### src/rtl/scoreboard_pkg.sv
// Shared scoreboard types and BCD helpers, used by score_keeper and the display path.
package scoreboard_pkg;

  typedef enum logic {
    ST_PLAY = 1'b0,
    ST_OVER = 1'b1
  } state_e;

  typedef enum logic [1:0] {
    WIN_NONE = 2'b00,
    WIN_P1   = 2'b01,
    WIN_P2   = 2'b10,
    WIN_DRAW = 2'b11
  } winner_e;

  typedef enum logic [1:0] {
    LAST_NONE = 2'b00,
    LAST_P1   = 2'b01,
    LAST_P2   = 2'b10,
    LAST_BOTH = 2'b11
  } last_e;

  // Two-digit BCD value {tens, ones}; 99 wraps to 00.
  function automatic logic [7:0] bcd_inc(input logic [7:0] v);
    if (v[3:0] == 4'd9) begin
      if (v[7:4] == 4'd9) return 8'h00;
      return {v[7:4] + 4'd1, 4'd0};
    end
    return {v[7:4], v[3:0] + 4'd1};
  endfunction

  // Saturates at 00.
  function automatic logic [7:0] bcd_dec(input logic [7:0] v);
    if (v == 8'h00) return 8'h00;
    if (v[3:0] == 4'd0) return {v[7:4] - 4'd1, 4'd9};
    return {v[7:4], v[3:0] - 4'd1};
  endfunction

  function automatic logic [7:0] to_bcd(input int unsigned n);
    logic [3:0] t;
    logic [3:0] o;
    t = 4'((n / 10) % 10);
    o = 4'(n % 10);
    return {t, o};
  endfunction

endpackage

### src/rtl/btn_debounce.sv
// Button conditioner: 2-FF synchroniser, stability filter and press (rise) pulse.
module btn_debounce #(
  parameter int DEBOUNCE_MS = 20
) (
  input  logic clk_i,
  input  logic rst_i,
  input  logic btn_i,
  output logic rise_o
);

  localparam int CW = (DEBOUNCE_MS < 2) ? 1 : $clog2(DEBOUNCE_MS);

  logic          sync1_q, sync2_q;
  logic          level_q;
  logic          rise_q;
  logic [CW-1:0] cnt_q;

  always_ff @(posedge clk_i or posedge rst_i) begin
    if (rst_i) begin
      sync1_q <= 1'b0;
      sync2_q <= 1'b0;
      level_q <= 1'b0;
      rise_q  <= 1'b0;
      cnt_q   <= '0;
    end else begin
      sync1_q <= btn_i;
      sync2_q <= sync1_q;
      rise_q  <= 1'b0;
      if (sync2_q != level_q) begin
        // The DEBOUNCE_MS-th consecutive mismatching cycle flips the accepted level.
        if (cnt_q == CW'(DEBOUNCE_MS - 1)) begin
          level_q <= sync2_q;
          rise_q  <= sync2_q;
          cnt_q   <= '0;
        end else begin
          cnt_q <= cnt_q + 1'b1;
        end
      end else begin
        cnt_q <= '0;
      end
    end
  end

  assign rise_o = rise_q;

endmodule

### src/rtl/score_keeper.sv
// Two-player BCD score keeper with game-over detection.
// Optional undo of the most recent point when SCORE_UNDO_EN is defined.
module score_keeper
  import scoreboard_pkg::*;
#(
  parameter int DEBOUNCE_MS = 20,
  parameter int WIN_SCORE   = 21
) (
  input  logic       clk_1khz,
  input  logic       rst_i,
  input  logic       p1_btn_i,
  input  logic       p2_btn_i,
  input  logic       clear_i,
`ifdef SCORE_UNDO_EN
  input  logic       undo_btn_i,
`endif
  output logic [3:0] p1_tens_o,
  output logic [3:0] p1_ones_o,
  output logic [3:0] p2_tens_o,
  output logic [3:0] p2_ones_o,
  output logic [1:0] winner_o,
  output logic       game_over_o
);

  localparam logic [7:0] WIN_BCD = to_bcd(WIN_SCORE);

  logic p1_p, p2_p, clear_p;

  btn_debounce #(.DEBOUNCE_MS(DEBOUNCE_MS)) u_db_p1 (
    .clk_i(clk_1khz), .rst_i(rst_i), .btn_i(p1_btn_i), .rise_o(p1_p));
  btn_debounce #(.DEBOUNCE_MS(DEBOUNCE_MS)) u_db_p2 (
    .clk_i(clk_1khz), .rst_i(rst_i), .btn_i(p2_btn_i), .rise_o(p2_p));
  btn_debounce #(.DEBOUNCE_MS(DEBOUNCE_MS)) u_db_clr (
    .clk_i(clk_1khz), .rst_i(rst_i), .btn_i(clear_i), .rise_o(clear_p));

  logic [7:0] p1_q, p1_d, p2_q, p2_d;
  state_e     state_q, state_d;
  winner_e    winner_q, winner_d;

`ifdef SCORE_UNDO_EN
  logic  undo_p;
  last_e last_q, last_d;

  btn_debounce #(.DEBOUNCE_MS(DEBOUNCE_MS)) u_db_undo (
    .clk_i(clk_1khz), .rst_i(rst_i), .btn_i(undo_btn_i), .rise_o(undo_p));
`endif

  always_comb begin
    p1_d     = p1_q;
    p2_d     = p2_q;
    state_d  = state_q;
    winner_d = winner_q;
`ifdef SCORE_UNDO_EN
    last_d   = last_q;
`endif
    if (clear_p) begin
      p1_d     = 8'h00;
      p2_d     = 8'h00;
      state_d  = ST_PLAY;
      winner_d = WIN_NONE;
`ifdef SCORE_UNDO_EN
      last_d   = LAST_NONE;
`endif
    end
`ifdef SCORE_UNDO_EN
    // An undo pulse always swallows a simultaneous point pulse.
    else if (undo_p) begin
      if (last_q != LAST_NONE) begin
        if (last_q == LAST_P1 || last_q == LAST_BOTH) p1_d = bcd_dec(p1_q);
        if (last_q == LAST_P2 || last_q == LAST_BOTH) p2_d = bcd_dec(p2_q);
        state_d  = ST_PLAY;
        winner_d = WIN_NONE;
        last_d   = LAST_NONE;
      end
    end
`endif
    else if (state_q == ST_PLAY && (p1_p || p2_p)) begin
      if (p1_p) p1_d = bcd_inc(p1_q);
      if (p2_p) p2_d = bcd_inc(p2_q);
`ifdef SCORE_UNDO_EN
      last_d = last_e'({p2_p, p1_p});
`endif
      if (p1_d == WIN_BCD && p2_d == WIN_BCD) begin
        state_d  = ST_OVER;
        winner_d = WIN_DRAW;
      end else if (p1_d == WIN_BCD) begin
        state_d  = ST_OVER;
        winner_d = WIN_P1;
      end else if (p2_d == WIN_BCD) begin
        state_d  = ST_OVER;
        winner_d = WIN_P2;
      end
    end
  end

  always_ff @(posedge clk_1khz or posedge rst_i) begin
    if (rst_i) begin
      p1_q     <= 8'h00;
      p2_q     <= 8'h00;
      state_q  <= ST_PLAY;
      winner_q <= WIN_NONE;
`ifdef SCORE_UNDO_EN
      last_q   <= LAST_NONE;
`endif
    end else begin
      p1_q     <= p1_d;
      p2_q     <= p2_d;
      state_q  <= state_d;
      winner_q <= winner_d;
`ifdef SCORE_UNDO_EN
      last_q   <= last_d;
`endif
    end
  end

  assign p1_tens_o   = p1_q[7:4];
  assign p1_ones_o   = p1_q[3:0];
  assign p2_tens_o   = p2_q[7:4];
  assign p2_ones_o   = p2_q[3:0];
  assign winner_o    = winner_q;
  assign game_over_o = (state_q == ST_OVER);

endmodule

### config.mk
export PLATFORM = sky130hd
export DESIGN_NAME = score_keeper
export DESIGN_NICKNAME = d
export VERILOG_FILES = /design/src/rtl/scoreboard_pkg.sv /design/src/rtl/btn_debounce.sv /design/src/rtl/score_keeper.sv
export SDC_FILE = /design/constraint.sdc
export NUM_CORES = 1
export LEC_CHECK = 0
export ABC_AREA = 1
export BUFFER_PORTS_ARGS = -buffer_cell sky130_fd_sc_hd__buf_2
export CAP_MARGIN = 25
export CORE_AREA = 3 3 83 85
export DETAILED_ROUTE_END_ITERATION = 10
export DIE_AREA = 0 0 86 88
export PLACE_DENSITY = 0.63
export REMOVE_ABC_BUFFERS = 1
export SYNTH_ARGS = -nofsm -noshare
export SYNTH_HDL_FRONTEND = slang
export SYNTH_HIERARCHICAL = 1
export SYNTH_SLANG_ARGS = --single-unit
### constraint.sdc
create_clock -name clk_1khz -period 3.5 [get_ports clk_1khz]
set_clock_uncertainty 0.2 [all_clocks]
set_input_delay 0.7 -clock clk_1khz [delete_from_list [all_inputs] [get_ports clk_1khz]]
set_output_delay 0.7 -clock clk_1khz [all_outputs]
set_load 0.05 [all_outputs]
==> flow_summary.toml <==
[run_status]
outcome = "completed"

[sta]
drv_slew = 0
rsz0062_at_grt = "no"
setup_tns_ps = 0
tightest_slew_ps = 756.7
max_freq_ghz = 0.4933
hold_viol = 0
setup_violations = 0
relSlewSlack_pct = 49.49
layout_setup_ws_ps = 1473
finalCritPeriodShare_pct = 57.92
fin_crit_ps = 2027

[logic_synthesis]
synth_top_area_cell = "dfrtp_1"
ys_top_cells_by_area = "dfrtp_1 (48%), nand2_1 (12%), inv_1 (6.3%), nand3_1 (5.2%), ha_1 (4.7%)"
syn_inst = 295
avgSynthCellArea_um2 = 8.114
synth_top_area_share_pct = 48.09
synth_edf_count = 0
synth_seq_area_share_pct = 48.09
syn-cell-area_um2 = 2394
synthTopCellsByCount = "nand2_1 (75), dfrtp_1 (46), inv_1 (40), nor2_1 (30), nand3_1 (25)"
synth_seq_cells = 46
ys.warnings.count = 6
synth.most_common_cell = "nand2_1"
ys_types = 26
synthArstFlopShare_pct = 100.0
ys.flop_type = "dfrtp_1"

[power]
peakVddDrop_uv = 317.9
power_density_nw_per_um2 = 369.1
leakagePower_uw = 0.001407
clkPwrFrac_pct = 40.8
switching_share_pct = 22.77
seq_power_share_pct = 55.5
p_switching_uw = 227.0
internal-power_uw = 770.1
p_comb_share_pct = 3.6

[global_routing]
grt_pass1_vias = 1809
grt_use_total_pct = 13.41
grt_first_pass_wirelength_um = 8052
grt_max_degree = 20
antenna_found_initial = 0
globalRoute.totalOverflow = 0

[setup_path]
arrival_ps = 2030
slowest_delay_ps = 450
rr_endpoint = "winner_o[1]"
crit_end = "winner_o[1]"
critical_path_required_ps = 3500
startpoint = "p2_q[1]"
crit_chain = "inv_1, ha_1, nand3_2, nor2_8, nand3_1, nand3_1, nand2_1, inv_1, nand2_1, nand3_1, nand2_1, nand2_1, nand2_1"
cp_num_buf_inv = 2
reg2reg_depth = 13
crit-reg2reg-launch = "p2_q[1]"
critPathMaxFanout = 6
cp_common_cell = "nand2_1"
cp.depth = 13
end_kind = "flip-flop"
startpoint_type = "flip-flop"
worst-setup-path-type = "reg -> reg"
cp_top_family = "simple AND/OR/NAND/NOR gates"
rrSetupSlack_ps = 1470
crit_path_top_delay_cell = "dfrtp_1"

[route]
totalWireLength_um = 4628
first_iter_violations = 91
drc = 0
num_vias = 1959
avgViaCountPerCell = 4.885
ant_nets = 0
drt-pass1-iter-count = 4
wl_per_cell_um = 11.54

[floorplanning]
start_util_pct = 38.13
rows = 29
coreArea_um2 = 6277
design.die.area_um2 = 7568
ioPinCount = 24
die_h_um = 88
fp.dieW_um = 86

[flow_run]
drv_cap = 0

[cts]
clk_pin_slew_ps = 90
cts.path.max_buffers = 2
cts_tree = "built"
cts_buffers = 5
post_cts_buffers = 0
htreeDepth = 2
cts.sinks = 46
clk-insertion-delay-late_ps = 300
cts-root-buf = "clkbuf_8"
cts_hold_buf = 0
cts_resized = 0

[place]
pre_cts_ws_ps = 1507
dp_hpwl_um = 3413
gp_congestion = 0.8637
port_buffers = 23

[hold_path]
min_path_type = "reg -> reg"

[cells_and_area]
fill_cells = 620
antennaDiodeCount = 0
synthToLayoutAreaGrowth_pct = 12.86
layout-drive-gt1-share_pct = 17.28
fin_nets = 337
[placed cells by master (no fill, tap or decap), types with 2 or more instances in the layout]
master,instances
nand2_2,9
nor2_1,30
inv_2,4
o22ai_1,10
nor2_2,6
o21ai_0,10
dfrtp_1,46
clkbuf_8,5
nand2_1,75
buf_2,23
inv_1,40
o21ai_1,2
ha_1,9
nand4_1,9
xnor2_1,3
nor3_1,4
nand3_1,25
a21boi_0,3
[routing by layer]
| metal | wire (um) | track usage (%) |
|---|---|---|
| met1 | 2199 | 17.22 |
| met2 | 2154 | 21.93 |
| met3 | 229 | 4.045 |
| met4 | 44 | 3.885 |
| met5 | 0 | 0 |
[area by class of cell]
| cell class | instances | area, um2 | share of cell area (%) |
|---|---|---|---|
| timing repair buffer | 23 | 115.1 | 4.261 |
| inverter | 44 | 165.2 | 6.114 |
| tap | 77 | 96.34 | 3.566 |
| clock inverter | 3 | 43.79 | 1.621 |
| multi-input combinational | 203 | 1061 | 39.28 |
| clock buffer | 5 | 68.82 | 2.547 |
| sequential | 46 | 1151 | 42.61 |
[stage by stage]
stage	utilization [%]	cells	area, um2	total power (uW)	hold slack (ps)
floorplan	-	293	2377	590.0	131.2
global placement	41.24	393	2589	601.1	131.7
detailed placement	41.24	393	2589	601.7	137.2
CTS	43.03	401	2701	1011	159.1
global route	43.03	401	2701	1040	161.2
finish	43.03	401	2701	997.1	157.9
[power groups by stage]
stage / Combinational [uW] / Clock [uW] / Sequential [uW]
2_1_floorplan: 28.0 / 0 / 562
3_3_place_gp: 37.3 / 0 / 564
3_5_place_dp: 37.6 / 0 / 564
4_1_cts: 38.1 / 419 / 554
5_1_grt: 44.6 / 439 / 556
6_report: 36.3 / 407 / 554
[cells by family after synthesis]
kind of cell,count (synthesis),synth area share [%]
xor gates and xnor gates,3,1.098
AOI/OAI and AO/OA,29,7.476
DFF,46,48.09
and+or+nand+nor,162,31.05
buffers and inverters,46,7.579
adders and majority gates,9,4.705
[worst register-to-register path, delay by kind of cell, from the launching register on]
kind                     cells  cell delay [ps]
AND/OR/NAND/NOR             10              910
buffers and inverters        2              170
flip-flops                   1              450
adder cells (fa/ha/maj)      1              210
[worst min path at each step]
stage                           from          endpoint  cells past startpoint
CTS                  u_db_p1/sync1_q   u_db_p1/sync2_q                      0
detailed placement   u_db_p1/sync1_q   u_db_p1/sync2_q                      0
finish              u_db_clr/sync1_q  u_db_clr/sync2_q                      0
global placement    u_db_clr/sync1_q  u_db_clr/sync2_q                      0
floorplan           u_db_clr/sync1_q  u_db_clr/sync2_q                      0
global route         u_db_p1/sync1_q   u_db_p1/sync2_q                      0
[sequential cells by signal (all words and copies together) (netlist names)]
| signal | flops |
|---|---|
| u_db_p2/sync1_q | 1 |
| game_over_o | 1 |
| p2_q | 8 |
| winner_o | 2 |
| u_db_clr/level_q | 1 |
| u_db_p1/sync2_q | 1 |
| u_db_clr/sync2_q | 1 |
| u_db_clr/cnt_q | 5 |
| u_db_p2/level_q | 1 |
| u_db_p1/cnt_q | 5 |
| u_db_p2/rise_o | 1 |
| u_db_p2/cnt_q | 5 |
| p1_q | 8 |
| u_db_p1/rise_o | 1 |
| u_db_p1/level_q | 1 |
| u_db_clr/sync1_q | 1 |
| u_db_p1/sync1_q | 1 |
| u_db_clr/rise_o | 1 |
| u_db_p2/sync2_q | 1 |
(Power assumes the default switching activity.)
